## src/rtl/mul_pipe.sv

```systemverilog
// Fully pipelined RV32M multiplier: one chunk of the multiplier is consumed per stage,
// results emerge STAGES cycles after issue, and a mispredict squashes everything in flight.
module mul_pipe #(
    parameter int XLEN    = 32,
    parameter int PRF_LEN = 6,
    parameter int ROB_LEN = 5,
    parameter int STAGES  = 4
) (
    input  logic                          clock,
    input  logic                          reset,
    input  logic                          commit_mis_pred,
    input  logic                          issue_valid,
    input  logic [XLEN-1:0]               issue_opa,
    input  logic [XLEN-1:0]               issue_opb,
    input  logic [1:0]                    issue_func,
    input  logic [PRF_LEN-1:0]            issue_prf_idx,
    input  logic [ROB_LEN-1:0]            issue_rob_idx,
    input  logic [XLEN-1:0]               issue_PC,
    output logic                          mul_valid,
    output logic [XLEN-1:0]               mul_value,
    output logic [PRF_LEN-1:0]            mul_prf_idx,
    output logic [ROB_LEN-1:0]            mul_rob_idx,
    output logic [XLEN-1:0]               mul_PC,
    output logic [$clog2(STAGES+1)-1:0]   mul_inflight
);

    localparam int DW   = 2 * XLEN;
    localparam int CW   = DW / STAGES;
    localparam int NREG = (STAGES > 1) ? STAGES - 1 : 1;
    localparam int CNTW = $clog2(STAGES + 1);

    typedef enum logic [1:0] {
        FUNC_MUL    = 2'b00,
        FUNC_MULH   = 2'b01,
        FUNC_MULHSU = 2'b10,
        FUNC_MULHU  = 2'b11
    } func_e;

    typedef struct packed {
        logic               valid;
        logic [DW-1:0]      mcand;
        logic [DW-1:0]      mplier;   // unconsumed chunks, next chunk in the LSBs
        logic [DW-1:0]      acc;
        func_e              func;
        logic [PRF_LEN-1:0] prf_idx;
        logic [ROB_LEN-1:0] rob_idx;
        logic [XLEN-1:0]    pc;
    } stage_t;

    stage_t issue_st;
    stage_t pipe_q [NREG];
    stage_t cur    [STAGES];
    stage_t adv    [STAGES];

    logic sign_a;
    logic sign_b;

    always_comb begin
        sign_a = issue_opa[XLEN-1] &&
                 ((issue_func == FUNC_MULH) || (issue_func == FUNC_MULHSU));
        sign_b = issue_opb[XLEN-1] && (issue_func == FUNC_MULH);

        issue_st.valid   = issue_valid;
        issue_st.mcand   = {{XLEN{sign_a}}, issue_opa};
        issue_st.mplier  = {{XLEN{sign_b}}, issue_opb};
        issue_st.acc     = '0;
        issue_st.func    = func_e'(issue_func);
        issue_st.prf_idx = issue_prf_idx;
        issue_st.rob_idx = issue_rob_idx;
        issue_st.pc      = issue_PC;
    end

    // Stage k adds mcand * chunk_k, shifted to bit k*CW, into the running product.
    always_comb begin
        // NOTE: every element is given a value on every pass, so no latch can form.
        cur[0] = issue_st;
        for (int k = 1; k < STAGES; k++) begin
            cur[k] = pipe_q[k-1];
        end
        for (int k = 0; k < STAGES; k++) begin
            adv[k]        = cur[k];
            adv[k].acc    = cur[k].acc +
                            ((cur[k].mcand * DW'(cur[k].mplier[CW-1:0])) << (k * CW));
            adv[k].mplier = cur[k].mplier >> CW;
        end
    end

    always_ff @(posedge clock) begin
        if (reset || commit_mis_pred) begin
            // NOTE: only the valid bits are cleared; stage data is don't-care while invalid.
            for (int k = 0; k < NREG; k++) begin
                pipe_q[k].valid <= 1'b0;
            end
            mul_valid    <= 1'b0;
            mul_value    <= '0;
            mul_prf_idx  <= '0;
            mul_rob_idx  <= '0;
            mul_PC       <= XLEN'(32'hfacebeec);
            mul_inflight <= '0;
        end else begin
            for (int k = 0; k < STAGES - 1; k++) begin
                pipe_q[k] <= adv[k];
            end
            mul_valid    <= adv[STAGES-1].valid;
            mul_value    <= (adv[STAGES-1].func == FUNC_MUL) ? adv[STAGES-1].acc[XLEN-1:0]
                                                             : adv[STAGES-1].acc[DW-1:XLEN];
            mul_prf_idx  <= adv[STAGES-1].prf_idx;
            mul_rob_idx  <= adv[STAGES-1].rob_idx;
            mul_PC       <= adv[STAGES-1].pc;
            // The op sitting in the output register is the one that leaves on this edge.
            mul_inflight <= mul_inflight + CNTW'(issue_valid) - CNTW'(mul_valid);
        end
    end

endmodule
```

## config.mk

```make
export PLATFORM = sky130hd
export DESIGN_NAME = mul_pipe
export DESIGN_NICKNAME = d
export VERILOG_FILES = /design/src/rtl/mul_pipe.sv
export SDC_FILE = /design/constraint.sdc
export NUM_CORES = 2
export LEC_CHECK = 0
export ABC_CLOCK_PERIOD_IN_PS = 19850
export CELL_PAD_IN_SITES_DETAIL_PLACEMENT = 0
export CELL_PAD_IN_SITES_GLOBAL_PLACEMENT = 1
export CORE_MARGIN = 4
export CORE_UTILIZATION = 51
export CTS_CLUSTER_SIZE = 25
export DETAILED_ROUTE_END_ITERATION = 6
export PLACE_DENSITY_LB_ADDON = 0.08
export SYNTH_ARGS = -nofsm -noshare
export SYNTH_HDL_FRONTEND = slang
export SYNTH_SLANG_ARGS = --single-unit
```

## constraint.sdc

```tcl
create_clock -name clock -period 19.85 [get_ports clock]
set_clock_uncertainty 0.2 [all_clocks]
set_input_delay 1.985 -clock clock [delete_from_list [all_inputs] [get_ports clock]]
set_output_delay 1.985 -clock clock [all_outputs]
set_load 0.005 [all_outputs]
```

==> flow_metrics.env <==
export IMPL_nets=8635
export IMPL_num_vias=45505
export IMPL_synth_seq_area_share_pct=20.89
export IMPL_arrival_ns=10.46
export IMPL_syn_num_nets=8560
export IMPL_max_freq_ghz=0.09739
export IMPL_crit_reg2reg_launch="pipe_q[0][171]$_DFFE_PP_"
export IMPL_wl_per_cell_um=20.29
export IMPL_yosys_area_share_simple_pct=14.81
export IMPL_synth_edff_count=413
export IMPL_max_slew_worst_pin_slew_ns=1.107
export IMPL_nFillCells=11800
export IMPL_final_area_um2=73030
export IMPL_synthAdderAreaFrac_pct=45.17
export IMPL_port_buffers=191
export IMPL_synth_mux_area_share_pct=0.07446
export IMPL_cts_buffer_depth=3
export IMPL_syn_area_um2=67210
export IMPL_start_kind="flop"
export IMPL_worstSetupEndpointType="flop"
export IMPL_viasPerCell=5.259
export IMPL_avgSynthCellArea_um2=9.911
export IMPL_crit_type="flop to flop"
export IMPL_first_pass_iters=6
export IMPL_final_common_cell="inv_1"
export IMPL_fp_dieW_um=371.0
export IMPL_wirelength_um=175600
export IMPL_synth_compound_area_share_pct=6.370
export IMPL_drc=0
export IMPL_fin_hold_ws_ns=0.2142
export IMPL_cts_sinks=495
export IMPL_ant_nets=0
export IMPL_drive_gt1_share_pct=2.910
export IMPL_cts_buffers=59
export IMPL_hpwl_um=139300
export IMPL_fin_crit_ns=10.27
export IMPL_grt_overflow_total=0
export IMPL_synthXorXnorAreaFrac_pct=3.219
export IMPL_grt_setup_unrepaired="no"
export IMPL_initialDrtViolationCount=2780
export IMPL_syn_to_final_growth_pct=8.645
export IMPL_die_h_um=371.0
export IMPL_synth_cell_types=76
export IMPL_track_usage_pct=26.40
export IMPL_clk_pin_slew_ns=0.06
export IMPL_max_cap_violations=0
export IMPL_rows=132
export IMPL_synth_top_family_by_area="adder cells"
export IMPL_htree_levels=2
export IMPL_async_flop_share_pct=0
export IMPL_path_common_cell="fa_1"
export IMPL_grt_pass1_vias=48769
export IMPL_timing_setup_tns_ns=0
export IMPL_path_max_fanout=17
export IMPL_relSlewSlack_pct=25.98
export IMPL_synthCells=6782
export IMPL_cp_startpoint="pipe_q[0][171]$_DFFE_PP_"
export IMPL_cts_root_buf="clkbuf_16"
export IMPL_ys_warnings_count=0
export IMPL_initial_core_util_pct=51.65
export IMPL_postCtsSetupBuffers=0
export IMPL_hold_viol_final=0
export IMPL_min_delay_start="pipe_q[0][474]$_DFFE_PP_"
export IMPL_status="complete, no violations"
export IMPL_setup_viol=0
export IMPL_grt_pass1_wl_um=279000
export IMPL_synth_flop_cell="edfxtp_1"
export IMPL_layout_common_cells="1447 x inv_1, 1269 x fa_1, 836 x nand2_1, 738 x and2_1, 413 x edfxtp_1"
export IMPL_slew_viol_final=0
export IMPL_core_area_um2=130100
export IMPL_clkLatencyLatePin_ns=0.68
export IMPL_placed_area_um2=70930
export IMPL_slowest_stage="edfxtp_1"
export IMPL_routabilityCongestion=0.9122
export IMPL_die_area_um2=137700
export IMPL_grt_start_max_net_pins=233
export IMPL_cts_tree="yes"
export IMPL_cpPeakStageDelay_ns=0.86
export IMPL_postCtsHoldBufs=0
export IMPL_worst_hold_path_type="flop to flop"
export IMPL_cts_resized=0
export IMPL_critPathRequiredTime_ns=20.05
export IMPL_antenna_found_initial=6
export IMPL_finalCritPeriodShare_pct=51.73
export IMPL_fin_util_pct=56.11
export IMPL_pin_count=192
export IMPL_ys_ff_latch=495
final timing paths:
| check | end | slack, ns | cells past startpoint |
|---|---|---|---|
| worst max-delay path | pipe_q[0][330]$_DFFE_PP_ | 9.58 | 34 |
| worst min-delay path | mul_PC[30]$_SDFF_PN1_ | 0.21 | 1 |
| worst max register to register | pipe_q[0][330]$_DFFE_PP_ | 9.58 | 34 |
| worst min register to register | mul_PC[30]$_SDFF_PN1_ | 0.21 | 1 |
synthesized netlist by cell type (82+ instances only):
library cell	count	area, µm²
clkbuf_1	245	919.6
o21ai_0	105	525.5
nand2_1	836	3138
and2_1	738	4617
a21o_1	118	885.9
fa_1	1269	25400
ha_1	396	4955
inv_1	1448	5435
a21oi_1	203	1016
dfxtp_1	82	1642
xnor2_1	180	1577
edfxtp_1	413	12400
nor2_1	221	829.6
worst max-delay path: cells and delay by family, from the launching register on:
kind	cells	cell delay (ns)
and+or+nand+nor	7	1.39
buffers and inverters	5	0.24
adders and majority gates	8	3.75
AOI/OAI and AO/OA	11	2.84
DFF	1	0.86
xor gates and xnor gates	3	0.67
metal layers:
| metal | wire, µm | global-route usage, % | part of all wire [%] |
|---|---|---|---|
| met1 | 74320 | 35.37 | 42 |
| met4 | 6039 | 7.967 | 3.4 |
| met5 | 0 | 0 | 0 |
| met3 | 9807 | 4.250 | 5.6 |
| met2 | 85420 | 44.41 | 49 |
registers in the layout (all words and copies together) (netlist names):
| name | count |
|---|---|
| mul_rob_idx | 5 |
| mul_prf_idx | 6 |
| mul_valid | 1 |
| mul_inflight | 3 |
| mul_PC | 32 |
| pipe_q | 416 |
| mul_value | 32 |
metrics by stage:
stage,instances,setup WS (ns)
after floorplan,6782,4.141
after detailed placement,8538,9.719
after global routing,8650,9.012
final,8653,9.582
after CTS,8650,9.688
after global placement,8538,9.716
final cells by class:
type	count	area, µm²	area share [%]
Timing Repair Buffer	261	2447	3.351
Sequential cell	495	14040	19.23
Antenna cell	3	7.507	0.01028
Inverter	1448	5443	7.453
Multi-Input combinational cell	4592	46810	64.10
Tap cell	1742	2180	2.985
Clock buffer	76	1622	2.221
Clock inverter	36	470.5	0.6442
cell families after synthesis:
logic type,after synthesis
AND/OR/NAND/NOR,2024
buffers and inverters,1695
adder cells (fa/ha/maj),1665
AO/OA/AOI/OAI,651
flip-flops,495
XOR/XNOR,247
multiplexers,5
Power is not shown: default switching activity piles up to over one toggle a cycle in this logic, so the estimate is an artifact.
